==> src/rtl/accum_ctrl_pkg.sv <==
// Shared encodings for the operand/adder sequencing controller.
// State codes are also shown on the board LEDs.
package accum_ctrl_pkg;

  localparam int DEF_WIDTH = 8;

  typedef enum logic [1:0] {
    IDLE  = 2'b00,
    GOT_A = 2'b01,
    CALC  = 2'b10,
    SHOW  = 2'b11
  } state_t;

endpackage

==> src/rtl/addsub_unit.sv <==
// Combinational add/subtract with carry and signed overflow.
// Subtract is a + ~b + 1, so cout=1 means no borrow.
module addsub_unit
  import accum_ctrl_pkg::*;
#(
  parameter int WIDTH = DEF_WIDTH
) (
  input  logic [WIDTH-1:0] a,
  input  logic [WIDTH-1:0] b,
  input  logic             sub,
  output logic [WIDTH-1:0] sum,
  output logic             cout,
  output logic             ovf
);

  logic [WIDTH-1:0] bx;
  logic [WIDTH:0]   r;

  assign bx   = sub ? ~b : b;
  assign r    = {1'b0, a} + {1'b0, bx}
              + {{WIDTH{1'b0}}, sub};
  assign sum  = r[WIDTH-1:0];
  assign cout = r[WIDTH];
  assign ovf  = (a[WIDTH-1] == bx[WIDTH-1])
              && (sum[WIDTH-1] != a[WIDTH-1]);

endmodule

==> src/rtl/accum_ctrl.sv <==
// Captures A then B on ENTER presses, runs one add/sub,
// shows the result and chains it as the next A.
module accum_ctrl
  import accum_ctrl_pkg::*;
#(
  parameter int WIDTH = DEF_WIDTH
) (
  input  logic             CLOCK_50,
  input  logic             RESET,
  input  logic             ENTER,
  input  logic [WIDTH-1:0] DATA,
  input  logic             SUB,
  output logic [WIDTH-1:0] A,
  output logic [WIDTH-1:0] B,
  output logic [WIDTH-1:0] S,
  output logic             COUT,
  output logic             OVF,
  output logic             DONE,
  output logic [1:0]       STATE
);

  state_t           state;
  logic             enter_d;
  logic             op;
  logic             cmd;
  logic [WIDTH-1:0] sum;
  logic             cout;
  logic             ovf;

  assign cmd   = ENTER & ~enter_d;
  assign STATE = state;

  addsub_unit #(.WIDTH(WIDTH)) u_addsub (
    .a    (A),
    .b    (B),
    .sub  (op),
    .sum  (sum),
    .cout (cout),
    .ovf  (ovf)
  );

  // enter_d resets high so a key held through reset must be re-pressed
  always_ff @(posedge CLOCK_50) begin
    if (RESET) begin
      state   <= IDLE;
      enter_d <= 1'b1;
      op      <= 1'b0;
      A       <= '0;
      B       <= '0;
      S       <= '0;
      COUT    <= 1'b0;
      OVF     <= 1'b0;
      DONE    <= 1'b0;
    end else begin
      enter_d <= ENTER;
      DONE    <= 1'b0;
      unique case (state)
        IDLE: begin
          if (cmd) begin
            A     <= DATA;
            state <= GOT_A;
          end
        end
        GOT_A: begin
          if (cmd) begin
            B     <= DATA;
            op    <= SUB;
            state <= CALC;
          end
        end
        CALC: begin
          S     <= sum;
          COUT  <= cout;
          OVF   <= ovf;
          DONE  <= 1'b1;
          state <= SHOW;
        end
        SHOW: begin
          if (cmd) begin
            A     <= S;
            B     <= DATA;
            op    <= SUB;
            state <= CALC;
          end
        end
        default: state <= IDLE;
      endcase
    end
  end

endmodule

==> config.mk <==
export PLATFORM = sky130hd
export DESIGN_NAME = accum_ctrl
export DESIGN_NICKNAME = d
export VERILOG_FILES = /design/src/rtl/accum_ctrl_pkg.sv /design/src/rtl/addsub_unit.sv /design/src/rtl/accum_ctrl.sv
export SDC_FILE = /design/constraint.sdc
export NUM_CORES = 1
export LEC_CHECK = 0
export ABC_AREA = 1
export BUFFER_PORTS_ARGS = -buffer_cell sky130_fd_sc_hd__buf_2
export CORE_MARGIN = 4
export CORE_UTILIZATION = 55
export CTS_BUF_LIST = sky130_fd_sc_hd__clkbuf_2 sky130_fd_sc_hd__clkbuf_4 sky130_fd_sc_hd__clkbuf_8
export CTS_CLUSTER_DIAMETER = 200
export DETAILED_ROUTE_END_ITERATION = 8
export GPL_TIMING_DRIVEN = 0
export PLACE_DENSITY = 0.81
export SLEW_MARGIN = 20
export SYNTH_ARGS = -nofsm -noshare
export SYNTH_HDL_FRONTEND = slang
export SYNTH_SLANG_ARGS = --single-unit
==> constraint.sdc <==
create_clock -name CLOCK_50 -period 1.85 [get_ports CLOCK_50]
set_input_delay 0.37 -clock CLOCK_50 [delete_from_list [all_inputs] [get_ports CLOCK_50]]
set_output_delay 0.37 -clock CLOCK_50 [all_outputs]
set_load 0.01 [all_outputs]
==> results of run 1 <==
==> power by group through the flow <==
stage          Sequential, mW  Clock (mW)  Combinational (mW)
2_1_floorplan           0.724           0              0.0940
3_3_place_gp            0.719           0               0.153
3_5_place_dp            0.719           0               0.155
4_1_cts                 0.704       0.577               0.163
5_1_grt                 0.710       0.610               0.205
6_report                0.707       0.588               0.186
==> stage by stage <==
step | cell area (um2) | setup slack (ns) | hold WS, ns | power, mW | instances
floorplan | 1653 | 0.1252 | 0.4664 | 0.8181 | 219
global placement | 1887 | -0.06988 | 0.4533 | 0.8714 | 289
detailed placement | 1887 | -0.09365 | 0.4547 | 0.8739 | 289
CTS | 2023 | 0.001136 | 0.1975 | 1.444 | 300
global route | 2183 | -0.09466 | 0.2112 | 1.525 | 306
finish | 2183 | 0.008746 | 0.1963 | 1.481 | 306
==> sequential cells by signal (all words and copies together), names as in the netlist <==
name	count
B	8
COUT	1
DONE	1
STATE	2
enter_d	1
OVF	1
op	1
A	8
S	8
==> logic make-up after synthesis <==
group | count (synthesis)
compound gates | 47
xor+xnor | 10
fa+ha+maj | 8
buf+inv | 34
flops | 31
simple gates | 89
==> layout make-up <==
cell class / count / area share [%]
inverters: 25 / 4.298
plain buffers: 9 / 3.324
well taps: 31 / 1.777
clock inverters: 2 / 1.605
flip-flops and latches: 31 / 28.54
multi-input cells: 154 / 45.33
repair buffers: 48 / 12.78
clock buffers: 6 / 2.350
==> cells in the mapped netlist, drive strengths merged <==
cell type / instances / area (um2)
a211oi: 1 / 7.510
a21o: 1 / 7.510
a21oi: 11 / 66.32
a31oi: 10 / 75.07
buf: 8 / 68.80
clkbuf: 1 / 3.750
dfxtp: 31 / 620.6
fa: 1 / 20.02
ha: 7 / 87.58
inv: 25 / 93.84
nand2: 35 / 133.9
nand3: 18 / 90.09
nand4: 1 / 6.260
nor2: 33 / 141.4
o21ai: 23 / 122.6
o21bai: 1 / 7.510
or2: 2 / 12.51
xnor2: 1 / 8.760
xor2: 9 / 78.83
==> worst max-delay path, stage by stage (launching register included) <==
cell and delay, ns:
dfxtp_2 0.33, buf_6 0.14, nand2_2 0.06, nand2_2 0.10
inv_2 0.05, fa_2 0.41, inv_2 0.08, nand3_2 0.08
nand2_4 0.10, buf_6 0.09, nand4_1 0.08, nand3_1 0.09
nand2_1 0.07, a21oi_2 0.11
==> final timing paths <==
check            end  cells after the start  startpoint  slack, ns
min reg2reg      OVF                      2         OVF       0.47
min          enter_d                      3       ENTER       0.20
max             COUT                     13          op      0.009
max reg2reg     COUT                     13          op      0.009
==> metal layers <==
| metal | share of wire [%] | wire (um) | up-vias |
|---|---|---|---|
| met3 | 5.7 | 261 | 11 |
| met4 | 2.0 | 91 | 0 |
| li1 | - | - | 821 |
| met1 | 44 | 2003 | 771 |
| met5 | 0 | 0 | - |
| met2 | 48 | 2203 | 55 |
==> timing repair <==
action | in CTS | in global routing
hold buffers | 0 | 0
setup endpoints to repair | 3 | 7
buffers inserted | 3 | 6
gates resized for setup | 4 | 27
pin swaps | 2 | 12
==> layout by cell type, fill, tap and decap left out, drive strengths merged, types with 9 or more instances in the layout <==
| cell type | instances |
|---|---|
| a21oi | 11 |
| nor2 | 33 |
| inv | 25 |
| buf | 56 |
| nand3 | 18 |
| dfxtp | 31 |
| o21ai | 23 |
| xor2 | 9 |
| a31oi | 10 |
| nand2 | 35 |
==> results list, run 1 <==
- Run status: finished, final reports clean
- The share of total power dissipated in the clock network is ~40%.
- Vias/cell: 5.418
- Gr usage total: 23.12%
- Die area: a little under 4000 um2
* RSZ-0062 raised after global routing: yes
* Number of detailed-routing iterations run before antenna repair: 4
- The count of nets left with antenna violations once routing finished came out at 0.
- At the worst endpoint, the arrival time is ~2.2 ns.
* Insertion delay of the later-clocked pin in the worst-skew pair: roughly 0.36 ns
* Critical-path maximum fanout: 6
- Area share of fa/ha/maj cells after synthesis: under 10%
- The analysis attributes to net switching a power of just under 0.4 mW.
- Clock buffers created by TritonCTS: 5
* Global-route track usage on met1: 29.48%
- Fraction of power consumed by combinational cells: about an eighth
* Area used by multi-input combinational logic: 989.7 um2
- At the pin with the least slew margin, the transition time is between 0.4 and 0.5 ns.
* Total number of placement rows: 19
- The synthesized netlist contains 29 unique library cells.
- First-pass GRT wire length: just over 7000 um
- Clock-pin slew was measured on the worst setup and hold paths at around 0.11 ns.
- After detailed routing, the number of remaining DRC violations is 0.
- The H-tree was split into 2 levels.
- Number of port buffers: 39
- The core region is 2805 um2.
* Post-synthesis to final-layout area growth: 32.10%
* Post-Syn Instances: roughly 220
* Met3 capacity usage during global routing: around 7.0%
* Count of clock tree sinks: 31
- The total overflow left after global routing is 0.
- The critical path is of the reg -> reg type.
- Setup violators final: 0
- Worst vdd rail ir drop: roughly 0.0005 V
- Achievable clock frequency: between 500 and 600 MHz
- The worst setup path is launched from a flop.
* Horizontal extent of the die: between 60 and 70 um
- After detailed routing, the average wire length per cell comes to 14.90 um.
- On the final layout, the worst clock skew is around 0.007 ns.
- met2 is the most crowded layer.
- M2 GR Usage: a little under two fifths
* Max-cap violation count: 0
* Number of antenna violations at the first check in global routing: 0
- Number of diodes: 0
- In this run the deepest clock path goes through 2 buffers.
* I/O pin cnt: just over 40
- Average size of a mapped cell: 7.547 um2
* Synthesized Nets: 239
* Utilization of the core after routing: between 70% and 80%
- The first routing iteration left 106 violations.
- Power density normalized to cell area: about 680 nW/um2
- Xor/xnor share of the synthesized area: 5.299%
- The internal portion of the total power is around 1.1 mW.
- The via count of the first global-routing pass was 1505.
* Setup crit end kind: flop
- Fraction of final layout cells sized beyond drive strength 1: 37.82%
- Counting the fill cells in the layout gives roughly 190.
- The number of hold-slack violations in the final timing report is 0.
* Leak pwr: approximately 1.1 nW
- Largest net degree at the start of global routing: 11
- Synthesis warning total: 0
* Initial core utilization: between 50% and 60%
* Setup total negative slack: 0 ns
* Sequential area share after synthesis: a little under two fifths
- The worst hold path belongs to the class in -> reg.
- After legalization and detailed placement, the total HPWL measured roughly 3000 um.
* Complex-gate fraction of the synthesized area: between 10% and 20%
- Synthesis inferred 31 register bits.
- In this run the cell area of the synthesized design comes to about 1700 um2.
- Final period util: between 90% and 100%
- Required time reported for the critical path endpoint: 2.16 ns
- Die height: about 63 um
- Sw Share: a little over a quarter
- Number of max-slew violations in the final report: 0
- Fraction of the mapped netlist area in simple logic gates: 23.24%
* RePlAce Congestion: around 0.85
* Detailed-route via count: about 1700
* Cell at the root of the clock tree: clkbuf_4
* Slew headroom: about 68%
- Summing all flip-flop and latch instances after layout gives 623.1 um2.
* Multiplexer share of the synthesized area: 0%
- Aggregate routed wire length: 4559 um
- Flop pwr share: a little under half
* Final critical delay including setup and external delays: around 1.8 ns
* Clock tree from TritonCTS: built
- Final Net Count: slightly below 300
* Main combinational cell family by area after synthesis: simple AND/OR/NAND/NOR gates
Power figures use the tool's default switching activity.
==> run 2: changes to the inputs <==
--- a/config.mk
+++ b/config.mk
@@ -8,12 +8,11 @@
 export ABC_AREA = 1
 export BUFFER_PORTS_ARGS = -buffer_cell sky130_fd_sc_hd__buf_2
 export CORE_MARGIN = 4
-export CORE_UTILIZATION = 55
-export CTS_BUF_LIST = sky130_fd_sc_hd__clkbuf_2 sky130_fd_sc_hd__clkbuf_4 sky130_fd_sc_hd__clkbuf_8
+export CORE_UTILIZATION = 52
 export CTS_CLUSTER_DIAMETER = 200
 export DETAILED_ROUTE_END_ITERATION = 8
 export GPL_TIMING_DRIVEN = 0
-export PLACE_DENSITY = 0.81
+export PLACE_DENSITY = 0.77
 export SLEW_MARGIN = 20
 export SYNTH_ARGS = -nofsm -noshare
 export SYNTH_HDL_FRONTEND = slang
==> run 2 against run 1 <==
  * Non-clock buffer count down 4
  * Wire length down 7.2%
  * Combinational power down 8%
  * Clock power down 31%
  * Flip-flop and latch count unchanged
  * Hold slack better by 0.018 ns
  * Final cell count up 2.6%
  * First-iteration DRC count down 22%
  * Sequential power about the same
  * Critical endpoint is now S[5]
  * Highest routed layer unchanged
==> results list, run 2 (same netlist as run 1, synthesis figures left out) <==
- The core region is between 3000 and 4000 um2.
- Hold_buf cts: 0
- Total power draw: about 1.3 mW
* Detailed Route Iter0 Violations: a little over 80
- Via count of the first global-routing pass: about 1400
- Once detail routing completed, the nets flagged for antenna violations numbered 0.
- Setup slack closes at ~0.023 ns.
- Summed over all layers, the global routing overflow is 0.
- The most numerous cell type found on the critical path is nand2_1.
- Fraction of final layout cells sized beyond drive strength 1: between 30% and 40%
- TritonCTS built the clock tree.
- The net count of the finished layout is 290.
- The first global-routing pass estimated between 6000 and 7000 um of wire.
* Final critical delay including setup and external delays: between 1.5 and 2 ns
- The number of antenna diodes in the final layout is 0.
- Aggregate routed wire length: 4229 um
- The detailed router placed around 1600 vias in this run.
- Slew headroom: around 69%
- Counting tap cells, the placed design contains a total of 302 instances.
- Dividing the final minimum period by the clock period gives 98.75%.
* Critical Path Source Type: flop
* Insertion delay of the later-clocked pin in the worst-skew pair: 0.34 ns
- Slowest cell delay on critical path: between 0.3 and 0.4 ns
* Die area: 4145 um2
- Max-cap violation count: 0
* CP startpoint: op
- Measured along the y axis, the die boundary spans approximately 64 um.
- STA puts the critical path data required time at 2.09 ns.
- In this run the power density over the cells is between 600 and 700 nW/um2.
- Setup crit end kind: flop
- Setup violators final: 0
- Among all stages on the critical path, the largest delay is contributed by dfxtp_4.
- Tightest Pin Transition: about 0.46 ns
- RSZ-0062 raised after global routing: yes
* Met2 WL post-DR: around 1900 um
- In this run the count of I/O pins placed on the die edge is 41.
- Across all hold checks on the routed design, the worst slack comes to about 0.21 ns.
- Run status: finished, final reports clean
- The final count of pins violating max slew was 0.
- Horizontal extent of the die: 64.38 um
- Before CTS, the worst setup slack after placement is -0.06859 ns.
* Total number of placement rows: 20
- Final hold violation count: 0
* Utilization of the core after routing: 68.44%
- The worst register-to-register path begins at op.
* Drc violations: 0
- The largest registers in the layout are A: 8 flops, B: 8 flops, S: 8 flops.
* Critical path buffers and inverters: 3
- Final cell count without fillers: ~310
- Summed over all cells, the static leakage comes to 1.082 nW.
* Highest signal layer in the routed design: met4
- Gr usage total: a little over a fifth
- RePlAce Congestion: roughly 0.81
* Largest net degree at the start of global routing: 11
- The pre-antenna-repair detailed-routing pass consisted of 4 iterations.
* Met3 routed WL: 323 um
* Number of port buffers: 39
- The number of clock buffers added by TritonCTS is 5.
- In this run the worst hold path is classified as in -> reg.
* Sum of routed wire segments on met1: 1833 um
* HP Start: ENTER
- Number of antenna violations at the first check in global routing: 0
* Vias/cell: 5.080
* Post-synthesis to final-layout area growth: 26.42%
* Critical path start-end classification: reg -> reg
* Deepest clock path buffer count: 2
- Arrival time of the worst setup path: around 2.1 ns
- FILL cells: between 200 and 300
- Across the routed clock network, the largest skew measured is 0.008792 ns.
* Worst vdd rail ir drop: about 0.00046 V
- HPWL after detailed placement: approximately 3000 um
- Clock-pin slew reported for the worst setup and hold paths after clock tree synthesis: about 0.09 ns
* Cells along the critical path: buf_4 > xor2_2 > ha_1 > nand2_1 > inv_1 > nand2_1 > nand2_2 > nand3_2 > nand2_1 > nand2_1 > nand3_2 > nand2_2 > inv_1
- In this run the worst path has a maximum fanout of 7.
* Count of clock tree sinks: 31
- Initial core utilization: ~54%
* Cell at the root of the clock tree: clkbuf_4
* Achievable clock frequency: approximately 550 MHz
- Among cell families on the critical path, the largest total delay comes from simple AND/OR/NAND/NOR gates.
- In the final routed layout, each cell accounts on average for between 10 and 15 um.
- CTS H-tree lvls: 2
* Top library cells by usage in the layout, fill and taps aside: buf_2, nand2_1, nor2_1, dfxtp_1, o21ai_0
* Leading cell type in the layout, fill and taps excluded: buf_2
## run 2: changes by cell type in the layout (fill, tap and decap cells not counted), sizes merged
cell	change
buf	-4
bufinv	-1
## run 2: metal layers
metal,global-route usage [%],vias up
met5,0,-
met1,26.79,711
li1,-,816
met3,4.921,16
met2,32.35,52
met4,12.93,0
## run 2: through the flow
| step | cell area (um2) | TNS (ns) |
|---|---|---|
| floorplan | 1653 | 0 |
| global placement | 1903 | -0.05085 |
| detailed placement | 1903 | -0.06859 |
| CTS | 1996 | 0 |
| global route | 2090 | -0.1519 |
| finish | 2090 | 0 |
## run 2: worst paths after layout
check	end	slack [ns]	cells past startpoint
min reg2reg	OVF	0.47	2
max	S[5]	0.02	13
min	enter_d	0.21	3
max reg2reg	S[5]	0.02	13
## run 2: repair_timing
action,CTS,global route
buffers inserted,3,3
endpoints found under the setup margin,2,7
gates resized for setup,5,21
pin swaps,2,10
## run 2: area by class of cell
cell class                      count  area [um2]  area share (%)
Multi-Input combinational cell    154       955.9           45.75
Sequential cell                    31       626.9           30.00
Timing Repair Buffer               45       240.2           11.50
Inverter                           25       93.84           4.491
Buffer                              8       61.31           2.934
Tap cell                           44       55.05           2.635
Clock buffer                        6       51.30           2.455
Clock inverter                      1       5.005          0.2395
## run 2: worst register-to-register path: stages (launching register included)
cell     delay (ns)
dfxtp_4        0.39
buf_4          0.15
xor2_2         0.14
ha_1           0.36
nand2_1        0.09
inv_1          0.04
nand2_1        0.07
nand2_2        0.09
nand3_2        0.08
nand2_1        0.06
nand2_1        0.08
nand3_2        0.10
nand2_2        0.07
inv_1          0.03
## run 2: power breakdown
part / leakage, nW / internal (mW) / total, mW / switching, mW
combinational: 0.795 / 0.0701 / 0.171 / 0.101
clock: 0.0341 / 0.176 / 0.407 / 0.231
sequential: 0.253 / 0.685 / 0.705 / 0.0196
